## src/rtl/write_pointer_sync_if.sv

```systemverilog
// Signal bundle between a FIFO write-side client and its write-pointer controller.
// Widths follow ADDRESS_WIDTH; pointers carry one extra wrap bit.
interface write_pointer_sync_if #(
    parameter int ADDRESS_WIDTH = 4
);
    logic                     increment;
    logic                     clear_overflow;
    logic [ADDRESS_WIDTH:0]   read_pointer_gray;
    logic                     write_enable;
    logic [ADDRESS_WIDTH-1:0] write_address;
    logic [ADDRESS_WIDTH:0]   write_pointer_gray;
    logic                     full;
    logic                     almost_full;
    logic [ADDRESS_WIDTH:0]   fill_level;
    logic                     overflow;

    modport master (
        output increment, clear_overflow, read_pointer_gray,
        input  write_enable, write_address, write_pointer_gray,
        input  full, almost_full, fill_level, overflow
    );

    modport slave (
        input  increment, clear_overflow, read_pointer_gray,
        output write_enable, write_address, write_pointer_gray,
        output full, almost_full, fill_level, overflow
    );
endinterface

```

## src/rtl/write_pointer_sync.sv

```systemverilog
// Write-domain pointer controller for a dual-clock FIFO: binary/Gray write pointer,
// read-pointer synchroniser and registered full / almost_full / fill_level / overflow.
module write_pointer_sync #(
    parameter int ADDRESS_WIDTH     = 4,
    parameter int SYNC_STAGES       = 2,
    parameter int ALMOST_FULL_LEVEL = 12
) (
    input  logic                clock,
    input  logic                reset_n,
    write_pointer_sync_if.slave bus
);
    localparam int PW    = ADDRESS_WIDTH + 1;
    localparam int DEPTH = 1 << ADDRESS_WIDTH;

    typedef logic [PW-1:0] ptr_t;

    localparam ptr_t DEPTH_P  = ptr_t'(DEPTH);
    localparam ptr_t AF_LEVEL = ptr_t'(ALMOST_FULL_LEVEL);

    generate
        if (ADDRESS_WIDTH < 1) begin : g_bad_aw
            $error("write_pointer_sync: ADDRESS_WIDTH must be >= 1");
        end
        if (SYNC_STAGES < 2) begin : g_bad_sync
            $error("write_pointer_sync: SYNC_STAGES must be >= 2");
        end
        if (ALMOST_FULL_LEVEL < 1 || ALMOST_FULL_LEVEL > DEPTH) begin : g_bad_af
            $error("write_pointer_sync: ALMOST_FULL_LEVEL must be in 1..DEPTH");
        end
    endgenerate

    function automatic ptr_t bin2gray(input ptr_t b);
        return b ^ (b >> 1);
    endfunction

    function automatic ptr_t gray2bin(input ptr_t g);
        ptr_t b;
        b[PW-1] = g[PW-1];
        for (int i = PW - 2; i >= 0; i--) begin
            b[i] = b[i+1] ^ g[i];
        end
        return b;
    endfunction

    logic [SYNC_STAGES-1:0][PW-1:0] sync_q, sync_d;
    ptr_t wp_q, wp_d;
    ptr_t wp_gray_q, wp_gray_d;
    ptr_t fill_q, fill_d;
    logic full_q, full_d;
    logic almost_full_q, almost_full_d;
    logic overflow_q, overflow_d;
    ptr_t rp_sync_next;
    logic write_enable;

    // Only combinational output: gated by the registered full, never by the fresh count.
    assign write_enable = bus.increment & ~full_q;

    always_comb begin
        sync_d    = sync_q;
        sync_d[0] = bus.read_pointer_gray;
        for (int i = 1; i < SYNC_STAGES; i++) begin
            sync_d[i] = sync_q[i-1];
        end
    end

    // Flags are computed from next-state values so they always match the current wp and rp_sync.
    always_comb begin
        rp_sync_next  = gray2bin(sync_d[SYNC_STAGES-1]);
        wp_d          = wp_q + ptr_t'(write_enable);
        wp_gray_d     = bin2gray(wp_d);
        fill_d        = wp_d - rp_sync_next;
        full_d        = (fill_d == DEPTH_P);
        almost_full_d = (fill_d >= AF_LEVEL);
        overflow_d    = (bus.increment & full_q) | (overflow_q & ~bus.clear_overflow);
    end

    always_ff @(posedge clock or negedge reset_n) begin
        if (!reset_n) begin
            sync_q        <= '0;
            wp_q          <= '0;
            wp_gray_q     <= '0;
            fill_q        <= '0;
            full_q        <= 1'b0;
            almost_full_q <= 1'b0;
            overflow_q    <= 1'b0;
        end else begin
            sync_q        <= sync_d;
            wp_q          <= wp_d;
            wp_gray_q     <= wp_gray_d;
            fill_q        <= fill_d;
            full_q        <= full_d;
            almost_full_q <= almost_full_d;
            overflow_q    <= overflow_d;
        end
    end

    assign bus.write_enable       = write_enable;
    assign bus.write_address      = wp_q[ADDRESS_WIDTH-1:0];
    assign bus.write_pointer_gray = wp_gray_q;
    assign bus.full               = full_q;
    assign bus.almost_full        = almost_full_q;
    assign bus.fill_level         = fill_q;
    assign bus.overflow           = overflow_q;
endmodule

```

## src/flat_wrapper.sv

```systemverilog
// flat-port wrapper written by rule: the top's interface ports become plain ports
module write_pointer_sync_flat 
#(
    parameter int ADDRESS_WIDTH     = 4,
    parameter int SYNC_STAGES       = 2,
    parameter int ALMOST_FULL_LEVEL = 12
)
  (clock, reset_n, bus_increment, bus_clear_overflow, bus_read_pointer_gray, bus_write_enable, bus_write_address, bus_write_pointer_gray, bus_full, bus_almost_full, bus_fill_level, bus_overflow);
  write_pointer_sync_if #(.ADDRESS_WIDTH(ADDRESS_WIDTH)) bus_i ();
  input  logic clock;
  input  logic reset_n;
  input wire logic [$bits(bus_i.increment)-1:0] bus_increment;
  input wire logic [$bits(bus_i.clear_overflow)-1:0] bus_clear_overflow;
  input wire logic [$bits(bus_i.read_pointer_gray)-1:0] bus_read_pointer_gray;
  output wire logic [$bits(bus_i.write_enable)-1:0] bus_write_enable;
  output wire logic [$bits(bus_i.write_address)-1:0] bus_write_address;
  output wire logic [$bits(bus_i.write_pointer_gray)-1:0] bus_write_pointer_gray;
  output wire logic [$bits(bus_i.full)-1:0] bus_full;
  output wire logic [$bits(bus_i.almost_full)-1:0] bus_almost_full;
  output wire logic [$bits(bus_i.fill_level)-1:0] bus_fill_level;
  output wire logic [$bits(bus_i.overflow)-1:0] bus_overflow;
  assign bus_i.increment = bus_increment;
  assign bus_i.clear_overflow = bus_clear_overflow;
  assign bus_i.read_pointer_gray = bus_read_pointer_gray;
  assign bus_write_enable = bus_i.write_enable;
  assign bus_write_address = bus_i.write_address;
  assign bus_write_pointer_gray = bus_i.write_pointer_gray;
  assign bus_full = bus_i.full;
  assign bus_almost_full = bus_i.almost_full;
  assign bus_fill_level = bus_i.fill_level;
  assign bus_overflow = bus_i.overflow;
  write_pointer_sync #(.ADDRESS_WIDTH(ADDRESS_WIDTH), .SYNC_STAGES(SYNC_STAGES), .ALMOST_FULL_LEVEL(ALMOST_FULL_LEVEL)) u_core (.clock(clock), .reset_n(reset_n), .bus(bus_i));
endmodule
```

## config.mk

```make
export PLATFORM = sky130hd
export DESIGN_NAME = write_pointer_sync_flat
export DESIGN_NICKNAME = d
export VERILOG_FILES = /design/src/rtl/write_pointer_sync_if.sv /design/src/rtl/write_pointer_sync.sv /design/src/flat_wrapper.sv
export SDC_FILE = /design/constraint.sdc
export NUM_CORES = 1
export LEC_CHECK = 0
export BUFFER_PORTS_ARGS = -buffer_cell sky130_fd_sc_hd__buf_2
export CORE_ASPECT_RATIO = 1.2
export CORE_MARGIN = 5
export CORE_UTILIZATION = 44
export CTS_CLUSTER_DIAMETER = 40
export DETAILED_ROUTE_END_ITERATION = 10
export PLACE_DENSITY = 0.69
export SYNTH_ARGS = -nofsm -noshare
export SYNTH_HDL_FRONTEND = slang
export SYNTH_SLANG_ARGS = --single-unit
```

## constraint.sdc

```tcl
create_clock -name clock -period 5.2 [get_ports clock]
set_input_delay 0 -clock clock [delete_from_list [all_inputs] [get_ports clock]]
set_output_delay 0 -clock clock [all_outputs]
set_load 0.005 [all_outputs]
```

Yosys cells after proc, flatten, opt, wreduce, memory -nomap -nowiden
Cells that the tools add are included.
{"block": "word_totals", "ff_bits": 23, "latchBits": 0, "ram_bits": 0, "romBits": 0, "wordCells": 22, "mem_count": 0}
{"block": "op_classes", "addsub": 2, "n_mul": 0, "div": 0, "magnitude_cmp": 1, "n_eq_ne": 1, "shift": 0, "n_mux": 0, "n_bitwise": 11, "n_reduce_logical": 0}
{"op": "$add 5x1->5", "n": 1}
{"op": "$eq 5x5->1 const B", "n": 1}
{"op": "$ge 5x4->1 const B", "n": 1}
{"op": "$sub 5x5->5", "n": 1}
{"op": "$xor 5x4->5", "n": 1}
{"op": "$xor 1x1->1", "n": 4}
{"op": "$and 1x1->1", "n": 3}
{"op": "$not 1->1", "n": 2}
{"op": "$or 1x1->1", "n": 1}

Depth between registers and ports, before layout
{"block": "depth", "ltp_word": 6, "mapped_depth": 9}

Worst setup path after synthesis
No wires, ideal clock.
{"block": "synth_path", "path_type": "register to register", "startpoint": "reg u_core.sync_q, in the netlist u_core.rp_sync_next[4]", "endpoint": "reg u_core.full_q (netlist: u_core.bus.full)", "setup_ns": 0.100, "t_arrival_ns": 2.822, "required_ns": 5.100, "slack_ns": 2.278, "stages_incl_launch_ff": 10, "n_path_buf": 0, "cell_sequence": "dfrtp_1 > xnor3_2 > xor2_1 > xnor2_1 > ha_1 > inv_1 > fa_1 > xnor3_2 > or3_1 > nor4bb_1"}
{"block": "synth_via", "elab_chain_len": 6}
{"element": "start, declared", "line": "write_pointer_sync.sv:45", "source": "logic [SYNC_STAGES-1:0][PW-1:0] sync_q, sync_d;"}
{"element": "start signal, assigned", "line": "write_pointer_sync.sv:87", "source": "sync_q <= sync_d;"}
{"element": "$xor 1x1->1 * (2 in series)", "line": "write_pointer_sync.sv:40", "source": "b[i] = b[i+1] ^ g[i];"}
{"element": "$xor 1x1->1 (2 in series)", "line": "write_pointer_sync.sv:40"}
{"element": "$sub 5x5->5 *", "line": "write_pointer_sync.sv:71", "source": "fill_d = wp_d - rp_sync_next;"}
{"element": "named net u_core.fill_d[2]", "line": "write_pointer_sync.sv:48", "source": "ptr_t fill_q, fill_d;"}
{"element": "$eq 5x5->1 *", "line": "write_pointer_sync.sv:72", "source": "full_d = (fill_d == DEPTH_P);"}
{"element": "named net u_core.full_d", "line": "write_pointer_sync.sv:49", "source": "logic full_q, full_d;"}
{"element": "end signal, assigned", "line": "write_pointer_sync.sv:91", "source": "full_q <= full_d;"}
{"element": "end, declared", "line": "write_pointer_sync.sv:49"}
The timed path passes the listed nets; every way through them passes the cells marked *.

Worst setup path in the final report
Same ends and word-level chain as after synthesis.

==> impl_metrics.json <==
{
  "status": "finished, final reports clean",
  "synthToLayoutAreaGrowth_pct": 30.1,
  "grt_pass1_vias": 632,
  "grt_usage_pct": 12.5,
  "cts_buffers": 3,
  "layout.cells.non_filler": 133,
  "vias": 614,
  "ys_ff_latch": 22,
  "drt-total-wl_microns": 1680,
  "synth_top_area_share_pct": 58.4,
  "clock-sinks": 22,
  "synthTopCellsByArea": "dfrtp_1 58%, ha_1 6.6%, xnor2_1 5.6%",
  "rrSetupSlack_ps": 2060,
  "die_w_microns": 52.3,
  "end_kind": "flop",
  "syn_area_per_cell_sq_um": 14.5,
  "final_cell_mix": "26 x buf_2, 22 x dfrtp_1, 8 x dlygate4sd3_1, 6 x xnor2_1",
  "crit_path_start_kind": "flop",
  "place_inst": 121,
  "final_common_cell": "buf_2",
  "die-area_sq_um": 3170,
  "worstPathArrival_ps": 3360,
  "viasPerCell": 4.62,
  "cp.required_ps": 5410,
  "max_freq_mhz": 318,
  "path_max_fanout": 7,
  "period_needed_ps": 3140,
  "power_switching_mw": 0.287,
  "clkTransAtPathRegs_ps": 120,
  "p_int_mw": 0.523,
  "min_period_over_period_pct": 60.5,
  "finalHoldViolations": 0,
  "wl_per_cell_microns": 12.7,
  "final.setup.worst_slack_ps": 2060,
  "cts_resized": 0,
  "ys_seq_area_share_pct": 58.4,
  "row_count": 18,
  "clk_latency_ps": 310,
  "cts_root_buf": "clkbuf_4",
  "antenna_cells": 0,
  "gp_congestion": 0.765,
  "grt-ovfl-total": 0,
  "path_class": "flop to flop",
  "fill_cells": 179,
  "p_comb_share_pct": 54.6,
  "rsz0062_at_grt": "no",
  "clkPwrFrac_pct": 11.5,
  "synth_cells": 65,
  "initial_utilization_pct": 46.0,
  "grt_max_degree": 23,
  "final-setup-viol-count": 0,
  "syn_area_sq_um": 943,
  "drv_cap": 0,
  "final_util_pct": 59.9,
  "ir_worst_vdd_v": 0.000279,
  "drt_first_pass_iters": 4,
  "yosysWarnings": 0,
  "seq_power_share_pct": 33.9,
  "dp_hpwl_microns": 1250,
  "core_sq_um": 2050,
  "h-tree-depth": 1,
  "drc_errors": 0,
  "final_nets": 119,
  "clockBufferDepth": 2,
  "synth_cell_type_count": 26,
  "io_pins": 27,
  "slowest_stage": "xnor3_2",
  "port-buffer-count": 26,
  "placed_area_sq_um": 1110,
  "grt_first_pass_wirelength_microns": 2820,
  "path_cells": "xnor3_2 > xor2_1 > xnor2_1 > ha_1 > inv_1 > fa_1 > xnor3_2 > or3_1 > nor4bb_1",
  "tns_ps": 0,
  "antenna_found_initial": 0,
  "power_per_cell_area_nw_per_um2": 660,
  "tightest_slew_ps": 475,
  "slew_headroom_pct": 68.4,
  "finalMaxSlewViolations": 0,
  "skew_ps": 2.72,
  "finish.instance_area_sq_um": 1230,
  "cts_tree": "yes",
  "die_h_microns": 60.7,
  "path_common_cell": "xnor3_2",
  "critPathMaxStageDelay_ps": 510,
  "drive_gt1_share_pct": 35.0,
  "synth_top_cell_by_area": "dfrtp_1",
  "holdCritPathClass": "input port to asynchronous set/reset pin",
  "drt_iter0_markers": 6,
  "switching_share_pct": 35.4,
  "power.leakage_nw": 0.623,
  "antenna_left": 0,
  "synth_nets": 80,
  "dp_worst_setup_slack_ps": 2040
}
-- registers in the layout, summed over array words and instances (netlist names) --
register and count:
u_core.rp_sync_next 1, u_core.bus.overflow 1, u_core.bus.write_pointer_gray 5, u_core.sync_d 4, u_core.wp_q 4, u_core.bus.fill_level 5, u_core.bus.almost_full 1, u_core.bus.full 1
-- layout make-up --
type,count,area [sq um],share of cell area [%]
flip-flops and latches,22,551,44.9
multi-input cells,37,370,30.2
repair buffers,34,210,17.1
well taps,30,37.5,3.06
clock buffers,4,36.3,2.96
inverters,6,22.5,1.83
-- power by group through the flow --
stage	sequential, mW	clock (mW)	combinational, mW
after global placement	0.278	0	0.430
after floorplan	0.291	0	0.292
after CTS	0.276	0.0971	0.452
final	0.275	0.0928	0.442
after global routing	0.284	0.104	0.498
after detailed placement	0.281	0	0.441
-- per-stage QoR --
step	hold slack, ps	total power, mW
final	162	0.810
after global routing	179	0.886
after CTS	157	0.826
after detailed placement	-13.7	0.722
after global placement	-20.3	0.708
after floorplan	-296	0.583
-- synth_stat cells --
master / count
a211oi_1: 1
a21oi_1: 1
a22o_1: 1
and2_1: 1
and3_1: 1
and3_2: 1
dfrtp_1: 22
fa_1: 1
ha_1: 5
inv_1: 5
inv_2: 1
nand2_1: 1
nand3_1: 1
nor2b_1: 2
nor4bb_1: 1
o211a_1: 1
o21ai_0: 1
o221a_2: 1
o22ai_1: 1
o31ai_1: 1
or3_1: 1
or4_4: 1
xnor2_1: 6
xnor3_1: 1
xnor3_2: 2
xor2_1: 4
-- cell families (layout without fill, tap and decap cells) --
logic type      Yosys count  count (layout)  synth area share (%)
simple gates             10              10                  7.29
flops                    22              22                  58.4
buf+inv                   6              44                  2.39
fa+ha+maj                 6               6                  8.75
xor+xnor                 13              13                  16.7
compound gates            8               8                  6.50
-- layer usage --
| layer | routed length [microns] | global-route usage, % | vias to the layer above |
|---|---|---|---|
| li1 | - | - | 296 |
| met1 | 616 | 13.9 | 291 |
| met2 | 912 | 22.3 | 22 |
| met3 | 108 | 2.21 | 5 |
| met4 | 45 | 7.66 | 0 |
| met5 | 0 | 0 | - |
-- final timing paths --
check,from,to,cells past startpoint
setup / recovery,u_core.rp_sync_next[4],u_core.bus.full,9
hold / removal,reset_n,u_core.bus.overflow,2
setup reg to reg,u_core.rp_sync_next[4],u_core.bus.full,9
hold reg to reg,u_core.bus.write_pointer_gray[4],u_core.bus.write_pointer_gray[4],1
max in group asynchronous,reset_n,u_core.wp_q[2],2
min in group clock,bus_increment,u_core.wp_q[0],3
-- worst max-delay path: cells and delay by family, from the launching register on --
family / cells / cell delay [ps]
xor+xnor: 4 / 1430
simple gates: 2 / 580
fa+ha+maj: 2 / 570
flops: 1 / 420
buf+inv: 1 / 50
-- what timing repair did --
| item | CTS | global route |
|---|---|---|
| hold endpoints to repair | 28 | 0 |
| hold buffers | 8 | 0 |
| buffers inserted | 0 | 0 |
| endpoints found under the setup margin | 0 | 0 |
(Power assumes the default switching activity.)
